<file path="src/rtl/multicycle_ctrl.sv">
// ---------------------------------------------------------------------------
// multicycle_ctrl
// Main control FSM for a multicycle RV32I-subset datapath. It sequences fetch,
// decode, address generation, memory access, execute and write-back. It also
// generates the datapath mux selects, ALU function and immediate format.
//
// Ports
//   clk        : single clock, rising-edge
//   rst        : synchronous active-high reset
//   op         : opcode field of the instruction register
//   funct3     : IR[14:12]
//   funct7_5   : IR[30]
//   Zero       : ALU zero flag for the current cycle
//   mem_ready  : memory finishes the pending request this cycle
//   mem_req    : memory request, held until mem_ready
//   MemWrite   : the memory request is a write
//   AdrSrc     : memory address select (0 = PC, 1 = ALUOut)
//   IRWrite    : load IR and OldPC
//   PCWrite    : PC <= Result
//   RegWrite   : rd <= Result
//   ResultSrc  : 00 ALUOut, 01 read data, 10 ALUResult
//   ALUSrcA    : 00 PC, 01 OldPC, 10 latched rs1
//   ALUSrcB    : 00 latched rs2, 01 Imm, 10 constant 4
//   ALUControl : 000 add, 001 sub, 010 and, 011 or, 101 slt
//   ImmSrc     : 00 I, 01 S, 10 B, 11 J
//   illegal_op : one-cycle pulse on an unsupported opcode
//   state_o    : current state encoding, for debug
// ---------------------------------------------------------------------------
module multicycle_ctrl (
    input  logic       clk,
    input  logic       rst,
    input  logic [6:0] op,
    input  logic [2:0] funct3,
    input  logic       funct7_5,
    input  logic       Zero,
    input  logic       mem_ready,
    output logic       mem_req,
    output logic       MemWrite,
    output logic       AdrSrc,
    output logic       IRWrite,
    output logic       PCWrite,
    output logic       RegWrite,
    output logic [1:0] ResultSrc,
    output logic [1:0] ALUSrcA,
    output logic [1:0] ALUSrcB,
    output logic [2:0] ALUControl,
    output logic [1:0] ImmSrc,
    output logic       illegal_op,
    output logic [3:0] state_o
);

    localparam logic [6:0] OP_LW   = 7'b0000011;
    localparam logic [6:0] OP_SW   = 7'b0100011;
    localparam logic [6:0] OP_R    = 7'b0110011;
    localparam logic [6:0] OP_I    = 7'b0010011;
    localparam logic [6:0] OP_BR   = 7'b1100011;
    localparam logic [6:0] OP_JAL  = 7'b1101111;
    localparam logic [6:0] OP_JALR = 7'b1100111;

    localparam logic [2:0] ALU_ADD = 3'b000;
    localparam logic [2:0] ALU_SUB = 3'b001;
    localparam logic [2:0] ALU_AND = 3'b010;
    localparam logic [2:0] ALU_OR  = 3'b011;
    localparam logic [2:0] ALU_SLT = 3'b101;

    typedef enum logic [3:0] {
        FETCH    = 4'd0,
        DECODE   = 4'd1,
        MEMADR   = 4'd2,
        MEMREAD  = 4'd3,
        MEMWB    = 4'd4,
        MEMWRITE = 4'd5,
        EXECR    = 4'd6,
        EXECI    = 4'd7,
        ALUWB    = 4'd8,
        BRANCH   = 4'd9,
        JAL      = 4'd10,
        JALR_ADR = 4'd11,
        JALR_PC  = 4'd12
    } state_t;

    state_t     state;
    state_t     next_state;
    logic [2:0] exec_alu;

    // State register; reset wins over any pending memory handshake.
    always_ff @(posedge clk) begin
        if (rst) begin
            state <= FETCH;
        end else begin
            state <= next_state;
        end
    end

    // Next-state logic. Unused encodings 13-15 fall into the default and
    // recover to FETCH.
    always_comb begin
        next_state = FETCH;
        case (state)
            FETCH:    next_state = mem_ready ? DECODE : FETCH;
            DECODE: begin
                case (op)
                    OP_LW, OP_SW: next_state = MEMADR;
                    OP_R:         next_state = EXECR;
                    OP_I:         next_state = EXECI;
                    OP_BR:        next_state = BRANCH;
                    OP_JAL:       next_state = JAL;
                    OP_JALR:      next_state = JALR_ADR;
                    default:      next_state = FETCH;
                endcase
            end
            MEMADR:   next_state = (op == OP_SW) ? MEMWRITE : MEMREAD;
            MEMREAD:  next_state = mem_ready ? MEMWB : MEMREAD;
            MEMWRITE: next_state = mem_ready ? FETCH : MEMWRITE;
            MEMWB:    next_state = FETCH;
            EXECR:    next_state = ALUWB;
            EXECI:    next_state = ALUWB;
            ALUWB:    next_state = FETCH;
            BRANCH:   next_state = FETCH;
            JAL:      next_state = ALUWB;
            JALR_ADR: next_state = JALR_PC;
            JALR_PC:  next_state = ALUWB;
            default:  next_state = FETCH;
        endcase
    end

    // ALU function for R/I execution. Only R-type (op[5]=1) can select sub.
    // For I-type, IR[30] is part of the immediate.
    always_comb begin
        exec_alu = ALU_ADD;
        case (funct3)
            3'b000:  exec_alu = (op[5] & funct7_5) ? ALU_SUB : ALU_ADD;
            3'b010:  exec_alu = ALU_SLT;
            3'b110:  exec_alu = ALU_OR;
            3'b111:  exec_alu = ALU_AND;
            default: exec_alu = ALU_ADD;
        endcase
    end

    // Immediate format depends only on the opcode, in every state.
    always_comb begin
        ImmSrc = 2'b00;
        case (op)
            OP_SW:   ImmSrc = 2'b01;
            OP_BR:   ImmSrc = 2'b10;
            OP_JAL:  ImmSrc = 2'b11;
            default: ImmSrc = 2'b00;
        endcase
    end

    // Per-state outputs. While reset is high, every strobe that can change
    // architectural or memory state is masked off.
    always_comb begin
        mem_req    = 1'b0;
        MemWrite   = 1'b0;
        AdrSrc     = 1'b0;
        IRWrite    = 1'b0;
        PCWrite    = 1'b0;
        RegWrite   = 1'b0;
        ResultSrc  = 2'b00;
        ALUSrcA    = 2'b00;
        ALUSrcB    = 2'b00;
        ALUControl = ALU_ADD;
        illegal_op = 1'b0;
        case (state)
            FETCH: begin
                mem_req   = 1'b1;
                ALUSrcB   = 2'b10;
                ResultSrc = 2'b10;
                IRWrite   = mem_ready;
                PCWrite   = mem_ready;
            end
            DECODE: begin
                ALUSrcA = 2'b01;
                ALUSrcB = 2'b01;
                case (op)
                    OP_LW, OP_SW, OP_R, OP_I, OP_BR, OP_JAL, OP_JALR:
                        illegal_op = 1'b0;
                    default:
                        illegal_op = 1'b1;
                endcase
            end
            MEMADR, JALR_ADR: begin
                ALUSrcA = 2'b10;
                ALUSrcB = 2'b01;
            end
            MEMREAD: begin
                mem_req = 1'b1;
                AdrSrc  = 1'b1;
            end
            MEMWRITE: begin
                mem_req  = 1'b1;
                AdrSrc   = 1'b1;
                MemWrite = 1'b1;
            end
            MEMWB: begin
                ResultSrc = 2'b01;
                RegWrite  = 1'b1;
            end
            EXECR: begin
                ALUSrcA    = 2'b10;
                ALUSrcB    = 2'b00;
                ALUControl = exec_alu;
            end
            EXECI: begin
                ALUSrcA    = 2'b10;
                ALUSrcB    = 2'b01;
                ALUControl = exec_alu;
            end
            ALUWB: begin
                RegWrite = 1'b1;
            end
            BRANCH: begin
                ALUSrcA    = 2'b10;
                ALUSrcB    = 2'b00;
                ALUControl = ALU_SUB;
                PCWrite    = ((funct3 == 3'b000) & Zero) |
                             ((funct3 == 3'b001) & ~Zero);
            end
            JAL, JALR_PC: begin
                PCWrite = 1'b1;
                ALUSrcA = 2'b01;
                ALUSrcB = 2'b10;
            end
            default: begin
                mem_req = 1'b0;
            end
        endcase
        if (rst) begin
            mem_req    = 1'b0;
            MemWrite   = 1'b0;
            IRWrite    = 1'b0;
            PCWrite    = 1'b0;
            RegWrite   = 1'b0;
            illegal_op = 1'b0;
        end
    end

    assign state_o = state;

endmodule

</file>
<file path="config.mk">
export PLATFORM = sky130hd
export DESIGN_NAME = multicycle_ctrl
export DESIGN_NICKNAME = d
export VERILOG_FILES = /design/src/rtl/multicycle_ctrl.sv
export SDC_FILE = /design/constraint.sdc
export NUM_CORES = 1
export LEC_CHECK = 0
export ABC_CLOCK_PERIOD_IN_PS = 3330
export BUFFER_PORTS_ARGS = -buffer_cell sky130_fd_sc_hd__clkbuf_2
export CORE_MARGIN = 2
export CORE_UTILIZATION = 45
export DETAILED_ROUTE_END_ITERATION = 6
export GPL_TIMING_DRIVEN = 0
export PLACE_DENSITY = 0.88
export SLEW_MARGIN = 25
export SYNTH_ARGS = -nofsm -noshare
export SYNTH_HDL_FRONTEND = slang
export SYNTH_SLANG_ARGS = --single-unit
</file>
<file path="constraint.sdc">
create_clock -name clk -period 3.33 [get_ports clk]
set_input_delay 0 -clock clk [delete_from_list [all_inputs] [get_ports clk]]
set_output_delay 0 -clock clk [all_outputs]
set_load 0.05 [all_outputs]
</file>
After elaboration in Yosys (flattened, before gate mapping). Cells that the tools add are included.

Add/subtract/negate cells: 0. $mul: 0. Div/mod/pow operators: 0. $lt $le $gt $ge: 0. Equality and inequality tests: 23. Shift-type cells: 0. Muxes and demuxes: 27. Bitwise gates (word level): 5. Reduce and logical (&&, ||, !) cells: 14.

Operators with widths (number): case mux 4 bit (7 select lines) (1); case mux 4 bit (6 select lines) (1); equality test 7 bit (second input constant) (3); equality test 4 bit (second input constant) (5); equality test 4 x 3 -> 1 bit (second input constant) (4); 2-to-1 mux 1 bit (15); equality test 7 x 6 -> 1 bit (second input constant) (2); case mux 2 bit (2 select lines) (3); case mux 3 bit (4 select lines) (1); OR reduction 2 bit (5); 2-to-1 mux 3 bit (3); OR reduction 3 bit (3); equality test 4 x 2 -> 1 bit (second input constant) (2); OR reduction 4 bit (2); equality test 7 x 2 -> 1 bit (second input constant) (1); equality test 7 x 5 -> 1 bit (second input constant) (1); OR reduction 7 bit (1); equality test 3 bit (second input constant) (2); case mux 2 bit (3 select lines) (1); case mux 3 bit (2 select lines) (1); OR reduction 5 bit (1); equality test 4 x 1 -> 1 bit (second input constant) (1); logical NOT 4 bit (1); AND 1 bit (3); 6 further kinds (6).

Register bits: 4. Bits in latches: 0. RAM bits: 0. Memory bits (read-only): 0. Input bits: 15. Output and inout bits: 22. Word-level logic and storage cells: 70. Memories kept: 0.

Longest topological paths before layout.
Word-level depth: 5. Depth in mapped cells: 6. Mapped depth without buffers: 4.

Least setup slack after synthesis. No wires, ideal clock.

Kind: flip-flop to output port. Start point: reg state[0], in the netlist state_o[0]. End point: out illegal_op. Data arrival time: 2867 ps. Data required time: 3330 ps. Slack: 463 ps. Cell stages (with the launch flop): 4. Buffers on the path: 1. Cell sequence: dfxtp_1 > buf_2 > or4b_4 > nor4_1.

Word-level cells in the longest chain between the ends: 3.

RTL lines: from (decl) (RTL line 82) `state_t state;`; from (signal assigned) (RTL line 91) `state <= next_state;`; equality test 4 x 1 -> 1 bit (RTL line 165) `case (state)`; 2-to-1 mux 1 bit (RTL line 165); 2-to-1 mux 1 bit (RTL line 229) `if (rst) begin`; to (decl) (RTL line 48) `output logic illegal_op,`.

No other way between the ends.

Worst setup path in the final report.
Start point: reg state[3], in the netlist state_o[3]. End point: out PCWrite.

Word-level cells in the longest chain between the ends: 4. Elaborated cells between the ends (all ways): 7. Those cells by class: eq/ne (3); mux (2); reduce/logical (2).

RTL lines: equality test 4 bit (RTL line 165); OR reduction 2 bit (RTL line 165); case mux 1 bit (3 select lines) * (RTL line 165); 2-to-1 mux 1 bit * (RTL line 229); to (decl) (RTL line 41) `output logic PCWrite,`.

Mark *: on every way between the ends. The rest lies on a longest branch, timed or not.

==> results.ini <==
[status]
status=complete, no violations

[power]
ir_worst_vdd_mv=0.308
sw_frac_of_total=0.395
p_per_area_nw_per_um2=217
p_leak_uw=0.000390
intPower_uw=114
power.share.combinational=0.420
switchingPower_uw=74.2
p_clk_frac=0.317
p_seq_frac=0.264

[timing]
fin_skew_ns=0.00468
max_freq_mhz=513
period_needed_ns=1.95
worst_slew_pin_slew_ns=0.472
slew_headroom=0.685
fin_crit_sh=0.586
tns_ns=0
hold_violations=0
drv_slew=0
finalSetupViolCount=0
rsz0062_at_grt=false
whs_ns=0.123

[grt]
use_met1=0.305
grt-ovfl-total=0
met3_usage=0.0345
grt_usage=0.224
antenna_found_initial=0
grt_max_degree=11
grtUsageMet2=0.378
grt_pass1_vias=787
grt.busiest_layer=met2
grt_first_pass_wirelength_um=3260

[drt]
drt-total-wl_um=1950
drtIter0Drc=27
drc=0
wire_per_inst_um=12.6
drt_pass1_iterations=4
viasPerCell=5.92
ant_nets=0
vias=917

[logic_synthesis]
synthArstFlopShare=0
synth_flop_cell=dfxtp_1
synth.distinct_cells=36
syn_nets=117
synth-seq-cells=4
avgSynthCellArea_um2=6.37
syn_inst=102
synth_area_um2=649
synth_edf_count=0
ys_seq_area_frac=0.123
yosysWarningCount=0

[floorplanning]
die_area_um2=1760
initial_core_util=0.493
num_rows=13
dieHeight_um=42.0
pin_count=37
fp.dieW_um=42.0
core_area_um2=1320

[final_layout]
regArea_um2=80.1
finish.utilization=0.657
diodes=0
area_growth_pct=33.3
nets=157
multi_input_area_um2=509
nFillCells=131
final_cell_mix=clkbuf_2, nor2_1, nor3_1
largest_reg_flops=4
mostFrequentLayoutCell=clkbuf_2
drive_gt1_frac=0.321

[clocking]
cts_buffers=3
root_buffer=clkbuf_4
cts_resized=0
clock_path_buffers=2
clock_sinks=4
hold_buffers=0
post-cts-setup-buffer-count=0
cts_tree=yes
htree_levels=1
cts.clk_slew.worst_paths_ns=0.04
clk_latency_ns=0.23

[placed_design]
gp_congestion=0.892
place_hpwl_um=1480
portBuffers=35

[worst_setup_path]
reg2reg_depth=5
r2r_start=state_o[3]
arrival_ns=1.95
required_ns=3.33
crit_type=register to primary output
end_kind=primary output
path_max_fanout=10
r2r_setup_slack_ns=1.73
startpoint_type=register
reg2reg_to=state_o[2]

[min_path]
holdCritStartpoint=op[3]
min_to=state_o[0]
hold_path.class=primary input to register
hold_path_depth=4

[job]
drv_cap=0

kinds of logic (layout without fill, tap and decap cells):
group	count (synthesis)	count (layout)	synth area share
XOR/XNOR	3	3	0.0405
multiplexers	1	1	0.0173
flip-flops	4	4	0.123
buffers and inverters	13	51	0.0925
AO/OA/AOI/OAI	27	27	0.264
AND/OR/NAND/NOR	54	54	0.462
metal layers:
metal  up-vias  wire length (um)
met1       420               853
met4         0                 0
li1        458                 -
met3         0               150
met2        39               943
met5         -                 0
power groups by stage:
stage / Combinational (uW) / Clock, uW / Sequential (uW)
finish: 78.9 / 59.5 / 49.6
detailed placement: 78.2 / 0 / 50.2
floorplan: 51.7 / 0 / 53.4
global placement: 76.7 / 0 / 50.2
CTS: 78.5 / 61.3 / 49.5
global route: 84.9 / 65.7 / 49.6
critical path, stage by stage, from the launching register on:
cell      delay (ns)
dfxtp_1         0.33
buf_2           0.18
or3b_2          0.48
a221oi_1        0.27
a21oi_1         0.07
nor2_1          0.10
clkbuf_2        0.29
through the flow:
step / instance area [um2] / power, uW / std cells / worst slack [ns]
2_1_floorplan: 649 / 105 / 102 / 0.463
5_1_grt: 866 / 200 / 155 / 1.26
3_3_place_gp: 843 / 127 / 152 / 1.68
4_1_cts: 866 / 189 / 155 / 1.39
3_5_place_dp: 843 / 128 / 152 / 1.64
6_report: 866 / 188 / 155 / 1.38
final cells by class:
type	instances	area share
plain buffers	9	0.0520
clock buffers	3	0.0260
inverters	4	0.0173
multi-input cells	85	0.588
flip-flops and latches	4	0.0925
well taps	15	0.0217
repair buffers	35	0.202
cell usage after synthesis (3+ instances only):
library cell	n	share of area
nor2_1	10	0.058
inv_1	4	0.023
dfxtp_1	4	0.12
nor3_1	10	0.077
nand3_1	4	0.031
nand2b_1	7	0.067
nor4_1	6	0.058
a21oi_1	8	0.062
clkbuf_1	3	0.017
o21ai_0	4	0.031
nand2_1	7	0.040
a31oi_1	3	0.029
buf_2	3	0.023
worst max path at each step:
stage / slack (ns) / from / depth (start not counted) / to
6_report: 1.38 / state_o[3] / 6 / PCWrite
5_1_grt: 1.26 / state_o[3] / 6 / PCWrite
4_1_cts: 1.39 / state_o[3] / 6 / PCWrite
3_5_place_dp: 1.64 / state_o[3] / 6 / PCWrite
3_3_place_gp: 1.68 / state_o[3] / 6 / PCWrite
2_1_floorplan: 0.46 / state_o[0] / 3 / illegal_op
(Power assumes the default switching activity.)
